## config.mk

```make
export PLATFORM = sky130hd
export DESIGN_NAME = elevator_sched
export DESIGN_NICKNAME = d
export VERILOG_FILES = /design/src/rtl/elevator_pkg.sv /design/src/rtl/elevator_sched_tick_timer.sv /design/src/rtl/elevator_sched.sv
export SDC_FILE = /design/constraint.sdc
export NUM_CORES = 1
export LEC_CHECK = 0
export CORE_ASPECT_RATIO = 0.75
export CORE_MARGIN = 2
export CORE_UTILIZATION = 65
export DETAILED_ROUTE_END_ITERATION = 16
export MAX_ROUTING_LAYER = met4
export PLACE_DENSITY = 0.85
export SYNTH_ARGS = -nofsm -noshare
export SYNTH_HDL_FRONTEND = slang
export SYNTH_SLANG_ARGS = --single-unit
```

## constraint.sdc

```tcl
create_clock -name clk -period 6.8 [get_ports clk]
set_input_delay 0.68 -clock clk [delete_from_list [all_inputs] [get_ports clk]]
set_output_delay 0.68 -clock clk [all_outputs]
set_load 0.02 [all_outputs]
```

## src/rtl/elevator_pkg.sv

```systemverilog
// Shared definitions for the elevator scheduler: state encoding, default floor
// count and timer sizing.
package elevator_pkg;

   localparam int FLOORS_DEF = 4;

   typedef enum logic [1:0] {
      ST_IDLE    = 2'd0,
      ST_MOVE_UP = 2'd1,
      ST_MOVE_DN = 2'd2,
      ST_DOOR    = 2'd3
   } state_t;

   // Wide enough to hold the larger of the two reload values without wrapping.
   function automatic int timer_width(input int a, input int b);
      int m;
      m = (a > b) ? a : b;
      return $clog2(m + 1);
   endfunction

endpackage

```

## src/rtl/elevator_sched_tick_timer.sv

```systemverilog
// Down-counting tick timer: load sets the count, done flags the final tick
// before the count reaches zero; the count parks at zero.
module tick_timer #(
   parameter int W = 8
) (
   input  logic         clk,
   input  logic         rst_n,
   input  logic         i_load,
   input  logic [W-1:0] i_load_val,
   output logic         o_done
);

   logic [W-1:0] r_cnt;

   always_ff @(posedge clk or negedge rst_n) begin
      if (!rst_n)
         r_cnt <= '0;
      else if (i_load)
         r_cnt <= i_load_val;
      else if (r_cnt != '0)
         r_cnt <= r_cnt - 1'b1;
   end

   assign o_done = (r_cnt == W'(1));

endmodule

```

## src/rtl/elevator_sched.sv

```systemverilog
// Elevator scheduler: single-car floor sequencing with move and door timers.
// Optional door_hold input is compiled in when DOOR_HOLD_EN is defined.
//   state   | meaning
//   IDLE    | parked, choosing between door, up, down or staying put
//   MOVE_UP | travelling upward, one floor per move-timer expiry
//   MOVE_DN | travelling downward, one floor per move-timer expiry
//   DOOR    | door open at current floor until door timer expires
module elevator_sched
   import elevator_pkg::*;
#(
   parameter int FLOORS     = FLOORS_DEF,
   parameter int MOVE_TICKS = 100000000,
   parameter int DOOR_TICKS = 150000000
) (
   input  logic              clk,
   input  logic              rst_n,
`ifdef DOOR_HOLD_EN
   input  logic              door_hold,
`endif
   input  logic [FLOORS-1:0] req,
   output logic [FLOORS-1:0] clr,
   output logic [2:0]        floor,
   output logic              dir_up,
   output logic              moving,
   output logic              door_open,
   output logic [1:0]        state
);

   localparam int         TW        = timer_width(MOVE_TICKS, DOOR_TICKS);
   localparam logic [2:0] FLOOR_TOP = 3'(FLOORS - 1);

   state_t            r_state, w_state_nxt;
   logic [2:0]        r_floor;
   logic              r_dir_up, r_moving, r_door_open, r_arrived;
   logic [FLOORS-1:0] r_clr, r_req_prev, w_here_oh, w_clr_nxt;
   logic              w_here, w_rise, w_above, w_below, w_hold;
   logic              w_mv_done, w_door_done, w_mv_load, w_door_load, w_step;

`ifdef DOOR_HOLD_EN
   assign w_hold = door_hold;
`else
   assign w_hold = 1'b0;
`endif

   always_comb begin
      w_here_oh = '0;
      w_above   = 1'b0;
      w_below   = 1'b0;
      for (int i = 0; i < FLOORS; i++) begin
         if (3'(i) == r_floor) w_here_oh[i] = 1'b1;
         if (3'(i) > r_floor)  w_above = w_above | req[i];
         if (3'(i) < r_floor)  w_below = w_below | req[i];
      end
   end

   assign w_here = |(req & w_here_oh);
   assign w_rise = |(req & ~r_req_prev & w_here_oh);

   always_comb begin
      w_state_nxt = r_state;
      unique case (r_state)
         ST_IDLE: begin
            if (w_here)                    w_state_nxt = ST_DOOR;
            else if (r_dir_up && w_above)  w_state_nxt = ST_MOVE_UP;
            else if (!r_dir_up && w_below) w_state_nxt = ST_MOVE_DN;
            else if (w_above)              w_state_nxt = ST_MOVE_UP;
            else if (w_below)              w_state_nxt = ST_MOVE_DN;
         end
         ST_MOVE_UP: begin
            if (r_arrived) begin
               if (w_here)        w_state_nxt = ST_DOOR;
               else if (!w_above) w_state_nxt = ST_IDLE;
            end else if (w_mv_done && r_floor == FLOOR_TOP) begin
               w_state_nxt = ST_IDLE;
            end
         end
         ST_MOVE_DN: begin
            if (r_arrived) begin
               if (w_here)        w_state_nxt = ST_DOOR;
               else if (!w_below) w_state_nxt = ST_IDLE;
            end else if (w_mv_done && r_floor == 3'd0) begin
               w_state_nxt = ST_IDLE;
            end
         end
         ST_DOOR: begin
            // A fresh request at this floor or a held door keeps it open.
            if (!w_rise && !w_hold && w_door_done) w_state_nxt = ST_IDLE;
         end
         default: w_state_nxt = ST_IDLE;
      endcase
   end

   always_comb begin
      w_step      = ((r_state == ST_MOVE_UP) || (r_state == ST_MOVE_DN)) &&
                    (w_state_nxt == r_state) && w_mv_done;
      w_mv_load   = w_step || ((r_state == ST_IDLE) &&
                    ((w_state_nxt == ST_MOVE_UP) || (w_state_nxt == ST_MOVE_DN)));
      w_door_load = (w_state_nxt == ST_DOOR) &&
                    ((r_state != ST_DOOR) || w_rise || w_hold);
      w_clr_nxt   = '0;
      if ((w_state_nxt == ST_DOOR) && ((r_state != ST_DOOR) || w_rise))
         w_clr_nxt = w_here_oh;
   end

   always_ff @(posedge clk or negedge rst_n) begin
      if (!rst_n) begin
         r_state     <= ST_IDLE;
         r_floor     <= 3'd0;
         r_dir_up    <= 1'b1;
         r_clr       <= '0;
         r_moving    <= 1'b0;
         r_door_open <= 1'b0;
         r_arrived   <= 1'b0;
         r_req_prev  <= '0;
      end else begin
         r_state     <= w_state_nxt;
         r_clr       <= w_clr_nxt;
         r_moving    <= (w_state_nxt == ST_MOVE_UP) || (w_state_nxt == ST_MOVE_DN);
         r_door_open <= (w_state_nxt == ST_DOOR);
         r_arrived   <= w_step;
         r_req_prev  <= req;
         if (w_step)
            r_floor <= (r_state == ST_MOVE_UP) ? r_floor + 3'd1 : r_floor - 3'd1;
         if (r_state == ST_IDLE && w_state_nxt == ST_MOVE_UP) r_dir_up <= 1'b1;
         if (r_state == ST_IDLE && w_state_nxt == ST_MOVE_DN) r_dir_up <= 1'b0;
      end
   end

   tick_timer #(.W(TW)) u_move_tmr (
      .clk        (clk),
      .rst_n      (rst_n),
      .i_load     (w_mv_load),
      .i_load_val (TW'(MOVE_TICKS)),
      .o_done     (w_mv_done)
   );

   tick_timer #(.W(TW)) u_door_tmr (
      .clk        (clk),
      .rst_n      (rst_n),
      .i_load     (w_door_load),
      .i_load_val (TW'(DOOR_TICKS)),
      .o_done     (w_door_done)
   );

   assign state     = r_state;
   assign floor     = r_floor;
   assign dir_up    = r_dir_up;
   assign clr       = r_clr;
   assign moving    = r_moving;
   assign door_open = r_door_open;

endmodule

```

== Yosys cells after proc, flatten, opt, wreduce, memory -nomap -nowiden ==
Cells that the tools add are included.

* Div/mod/pow operators: 0
* Shift-type cells: 0
* Add/sub/neg operators: 4
* $mul: 0
* Multiplexer cells: 35
* Bitwise operators: 10
* Reductions and logical operators: 26
* Eq/ne operators: 14
* Order comparisons: 8

{| class="wikitable"
|+ Operators with widths
! cell !! number
|-
| $mux 28 || 4
|-
| $eq 28x1->1 const B || 2
|-
| $reduce_bool 28->1 || 2
|-
| $sub 28x1->28 const B || 2
|-
| $mux 2 || 14
|-
| $mux 1 || 14
|-
| $and 4x4->4 || 3
|-
| $logic_and 1x1->1 || 11
|-
| $eq 2x2->1 const B || 4
|-
| $pmux 2 s4 || 1
|-
| $reduce_or 4->1 || 2
|-
| $eq 2x3->1 const A || 2
|-
| $gt 1x3->1 const A || 2
|-
| $gt 2x3->1 const A || 2
|-
| $lt 1x3->1 const A || 2
|-
| $lt 2x3->1 const A || 2
|-
| $or 1x1->1 || 6
|-
| $reduce_bool 2->1 || 3
|-
| $eq 2x1->1 const B || 2
|-
| $logic_or 1x1->1 || 4
|-
| $mux 4 || 1
|-
| $not 4->4 || 1
|-
| $add 3x1->3 const B || 1
|-
| $eq 1x3->1 const A || 1
|-
| other kinds (8) || 9
|}

* Register bits: 73
* Input bits: 6
* Bits in writable memories: 0
* Word-level logic and storage cells: 107
* Latch bits: 0
* Memories: 0
* Bits in read-only memories: 0

== Logic depth before layout (Yosys ltp) ==
* Depth after elaboration: 19
* Depth in mapped cells: 14
* Mapped depth without buffers: 12

== By module ==
A second synthesis with hierarchy kept.

* Cells, all modules: 488
* Area, all modules: 4665.7 um^2

{| class="wikitable"
|+ Modules (own cells, without submodules)
! module !! area each (um^2) !! instances !! sequential area each (um^2) !! cells an instance
|-
| tick_timer || 1746.7 || 2 || 700.7 || 183
|-
| elevator_sched || 1172.4 || 1 || 426.7 || 122
|}

== Worst setup path after synthesis ==
No wires, ideal clock.

* Kind: register to register
* Start point: register r_floor[1], in the netlist floor[1]
* End point: register u_move_tmr.r_cnt[10]
* Period minus slack after synthesis: 3370 ps
* Cell stages (with the launch flop): 13
* Data required time: 6658 ps
* Setup slack: 3430 ps
* Path buffers: 2
* Setup time: 142 ps
* Arrival: 3227 ps
* Cells stage by stage: dfrtp_1 > inv_1 > ha_1 > a222oi_1 > nand2_1 > a21oi_1 > o2111ai_2 > and3_1 > ha_1 > nor2b_1 > buf_1 > clkbuf_1 > nor3_2

* Longest elaborated chain between the ends: 19
* Elaborated cells on any way between the ends: 66

{| class="wikitable"
|+ Ends and longest elaborated chain
! item !! line !! source
|-
| from (decl) || elevator_sched.sv:33 || <nowiki>logic [2:0] r_floor;</nowiki>
|-
| from (signal assigned) || elevator_sched.sv:123 || <nowiki>r_floor <= (r_state == ST_MOVE_UP) ? r_floor + 3'd1 : r_floor - 3'd1;</nowiki>
|-
| $lt 1x3->1 || elevator_sched.sv:52 || <nowiki>if (3'(i) < r_floor) w_below = w_below | req[i];</nowiki>
|-
| $mux 1 || elevator_sched.sv:52 ||
|-
| $or 1x1->1 || elevator_sched.sv:52 ||
|-
| $mux 1 || elevator_sched.sv:52 ||
|-
| $or 1x1->1 || elevator_sched.sv:52 ||
|-
| $mux 1 || elevator_sched.sv:52 ||
|-
| $or 1x1->1 || elevator_sched.sv:52 ||
|-
| $mux 1 || elevator_sched.sv:52 ||
|-
| [4 not listed] || n/a ||
|-
| $mux 2 || elevator_sched.sv:63 || <nowiki>if (w_here) w_state_nxt = ST_DOOR;</nowiki>
|-
| $pmux 2 s4 * || elevator_sched.sv:61 || <nowiki>unique case (r_state)</nowiki>
|-
| net w_state_nxt[1] || elevator_sched.sv:32 || <nowiki>state_t r_state, w_state_nxt;</nowiki>
|-
| $eq 2x2->1, or another cell as far along || elevator_sched.sv:95 || <nowiki>(w_state_nxt == r_state) && w_mv_done;</nowiki>
|-
| $logic_and 1x1->1 or $logic_or 1x1->1 (tied branches) || elevator_sched.sv:94, elevator_sched.sv:97 ||
|-
| $logic_and 1x1->1 (on tied branches) || elevator_sched.sv:95, elevator_sched.sv:96 ||
|-
| $logic_or 1x1->1 * || elevator_sched.sv:96 || <nowiki>w_mv_load = w_step || ((r_state == ST_IDLE) &&</nowiki>
|-
| $mux 28 or $reduce_bool 2->1 (tied branches) || n/a ||
|-
| to (signal assigned) || elevator_sched_tick_timer.sv:19 || <nowiki>r_cnt <= i_load_val;</nowiki>
|-
| to (signal assigned) || elevator_sched_tick_timer.sv:21 || <nowiki>r_cnt <= r_cnt - 1'b1;</nowiki>
|-
| to (decl) || elevator_sched_tick_timer.sv:13 || <nowiki>logic [W-1:0] r_cnt;</nowiki>
|}

The timed path passes the listed nets; every way through them passes the cells marked *.
A chain may end at the register's enable or synchronous reset.

== Final worst setup path ==
* Start point: register r_floor[1], in the netlist floor[1]
* End point: register u_move_tmr.r_cnt[20]

The elaborated chain is that of the path after synthesis.

==> results.sh <==
export IMPL_drt_initial_drc_count=292
export IMPL_antenna_found_initial=0
export IMPL_fin_skew_ns=0.00763
export IMPL_fmax_mhz=283
export IMPL_grt_overflow_total=0
export IMPL_antenna_left=0
export IMPL_fin_crit_sh_pct=52.0
export IMPL_cap_violations=0
export IMPL_setup_worst_path_end_class="flop"
export IMPL_gp_congestion=0.945
export IMPL_syn_area_sq_um=4080
export IMPL_cts_tree="done"
export IMPL_ys_seq_area_share_pct=44.8
export IMPL_fp_dieW_microns=95.4
export IMPL_initial_utilization_pct=68.6
export IMPL_fillers=398
export IMPL_slowest_delay_ns=0.52
export IMPL_cts_resized=0
export IMPL_wl_met1_microns=4000
export IMPL_final_core_util_pct=76.2
export IMPL_status="complete, no violations"
export IMPL_ys_types=60
export IMPL_path_cells="inv_1, ha_1, a222oi_1, nand2_1, a21oi_1, o2111ai_2, and3_1, ha_1, inv_1, nand2_1, nand3_1"
export IMPL_place_area_sq_um=4290
export IMPL_synthTopCellsByArea="dfrtp_1, xnor2_1, ha_1"
export IMPL_synthCells=412
export IMPL_detail_route_first_pass_iterations=6
export IMPL_grt_pass1_wl_microns=14700
export IMPL_clk_path_buf_depth=2
export IMPL_path_clk_slew_ns=0.08
export IMPL_die_area_sq_um=6930
export IMPL_die_h_microns=72.6
export IMPL_synth_nets=435
export IMPL_top_layer_used="met4"
export IMPL_vias=3222
export IMPL_fin_crit_ns=3.54
export IMPL_leakagePower_nw=1.83
export IMPL_synth_seq_cells=73
export IMPL_dominantRegCellSynth="dfrtp_1"
export IMPL_dp_final_hpwl_microns=5860
export IMPL_clock_sinks=73
export IMPL_final_area_sq_um=4530
export IMPL_postSynthAreaPerCell_sq_um=9.89
export IMPL_finalHoldViolations=0
export IMPL_post_cts_buffers=0
export IMPL_insertion_delay_ns=0.35
export IMPL_fin_tns_setup_ns=0
export IMPL_grt_pass1_vias=3111
export IMPL_synth_top_area_share_pct=44.2
export IMPL_critPathLaunchType="flop"
export IMPL_grtUsageTotal_pct=28.3
export IMPL_numCtsBuffers=9
export IMPL_hold_buffers=0
export IMPL_worst_hold_path_type="reg -> reg"
export IMPL_io_buffer_count=17
export IMPL_rsz0062_at_grt="no"
export IMPL_worst_pin_slew_ns=1.03
export IMPL_worstPathRequired_ns=6.97
export IMPL_multiInputGateArea_sq_um=2120
export IMPL_path_class="reg -> reg"
export IMPL_cts_root_buf="clkbuf_8"
export IMPL_p_per_area_nw_per_um2=367
export IMPL_grt_max_degree=74
export IMPL_synth_area_leader_cell="dfrtp_1"
export IMPL_viasPerCell=6.32
export IMPL_final_nets=450
export IMPL_setup_viol=0
export IMPL_async_flop_share_pct=100
export IMPL_diodes=0
export IMPL_worst_path_max_fanout=12
export IMPL_crit_arrival_ns=3.71
export IMPL_wl_met3_microns=660
export IMPL_wl_met2_microns=4070
export IMPL_h_tree_depth=3
export IMPL_io_pins=18
export IMPL_synth_edff_count=0
export IMPL_vdd_drop_max_mv=0.216
export IMPL_slew_headroom_pct=30.8
export IMPL_yosys_warnings=0
export IMPL_drive_gt1_share_pct=10.4
export IMPL_drc=0
export IMPL_syn_to_final_growth_pct=11.2
export IMPL_wl_per_cell_microns=17.3
export IMPL_whs_ns=0.524
export IMPL_drv_slew=0
export IMPL_slowest_stage="dfrtp_1"
export IMPL_wirelength_microns=8840
export IMPL_seqCellArea_sq_um=1830
export IMPL_rows=24
export IMPL_core_sq_um=5950
kinds of logic after synthesis:
group | after synthesis | share of synthesized area (%)
simple gates | 188 | 26.3
flops | 73 | 44.8
compound gates | 52 | 9.24
mux | 2 | 0.522
fa+ha+maj | 17 | 5.22
buf+inv | 30 | 3.16
xor+xnor | 50 | 10.7
state kept, by name (all words and copies together), names as in the netlist:
register          count
state                 2
floor                 3
dir_up                1
door_open             1
r_req_prev            4
r_arrived             1
u_door_tmr.r_cnt     28
clr                   4
u_move_tmr.r_cnt     28
moving                1
where the power goes:
part	leakage [nW]	internal (mW)	switching, mW
Clock	0.126	0.248	0.163
Combinational	0.849	0.236	0.410
Sequential	0.855	0.521	0.0863
Total	1.83	1.01	0.659
metrics by stage:
stage	std cells	total power [mW]	setup WS (ns)
floorplan	412	1.06	3.43
global placement	494	1.21	3.22
detailed placement	494	1.24	3.13
CTS	510	1.66	3.37
global route	510	1.76	3.03
finish	510	1.66	3.26
routing by layer:
layer / vias to the layer above / GRT usage (%)
met5: - / -
met1: 1573 / 39.0
li1: 1498 / -
met3: 13 / 6.92
met4: 0 / 8.41
met2: 138 / 42.3
critical path, delay by kind of cell, from the launching register on:
family | cells | cell delay, ns
simple gates | 4 | 0.91
flops | 1 | 0.52
buf+inv | 2 | 0.23
compound gates | 3 | 1.11
fa+ha+maj | 2 | 0.58
Yosys cell counts, drive strengths merged (2+ instances only):
master	n
dfrtp	72
nor2	38
nor3	34
nand2	32
xnor2	29
xor2	21
ha	17
nand3	17
a21oi	14
inv	14
clkbuf	12
nor4	10
or3	9
o21ai	8
or4	8
nor3b	7
nand4	5
buf	4
nand2b	4
nand3b	4
nor2b	4
o211ai	4
or2	4
and3	3
o2111ai	3
o211a	3
a211oi	2
a21o	2
a31oi	2
and4b	2
nand4b	2
o221ai	2
area by class of cell:
type                       instances  share of cell area, %
clock buffer                      13                   3.95
sequential                        73                   40.3
timing repair buffer              20                   4.14
tap                               78                   2.15
multi-input combinational        309                   46.8
inverter                          14                   1.16
clock inverter                     3                   1.52
final timing paths:
path,start,end,slack [ns],cells past startpoint
setup / recovery,floor[1]$_DFFE_PN0P_,u_move_tmr.r_cnt[20]$_DFFE_PN0P_,3.26,11
hold reg to reg,u_door_tmr.r_cnt[27]$_DFFE_PN0P_,u_door_tmr.r_cnt[27]$_DFFE_PN0P_,0.52,2
hold / removal,u_door_tmr.r_cnt[27]$_DFFE_PN0P_,u_door_tmr.r_cnt[27]$_DFFE_PN0P_,0.52,2
setup reg to reg,floor[1]$_DFFE_PN0P_,u_move_tmr.r_cnt[20]$_DFFE_PN0P_,3.26,11
max in group asynchronous,rst_n,u_move_tmr.r_cnt[8]$_DFFE_PN0P_,5.68,2
min in group asynchronous,rst_n,clr[2]$_DFF_PN0_,0.53,2
layout by cell type, fill, tap and decap left out, types with 3 or more instances in the layout:
| cell | instances |
|---|---|
| o211ai_1 | 4 |
| nand2_1 | 32 |
| clkbuf_8 | 13 |
| nor4_1 | 8 |
| nand3_1 | 17 |
| nand4_1 | 5 |
| or2_2 | 4 |
| nor3_2 | 11 |
| or3_1 | 9 |
| inv_1 | 14 |
| nand3b_1 | 4 |
| nor3b_1 | 7 |
| dfrtp_1 | 72 |
| nor2b_1 | 4 |
| xnor2_1 | 29 |
| o211a_1 | 3 |
| or4_1 | 7 |
| ha_1 | 17 |
| and3_1 | 3 |
| o21ai_0 | 7 |
| nand2b_1 | 4 |
| xor2_1 | 21 |
| a21oi_1 | 14 |
| nor2_1 | 38 |
| clkdlybuf4s50_1 | 16 |
| buf_4 | 3 |
| nor3_1 | 23 |
(Power assumes the default switching activity.)
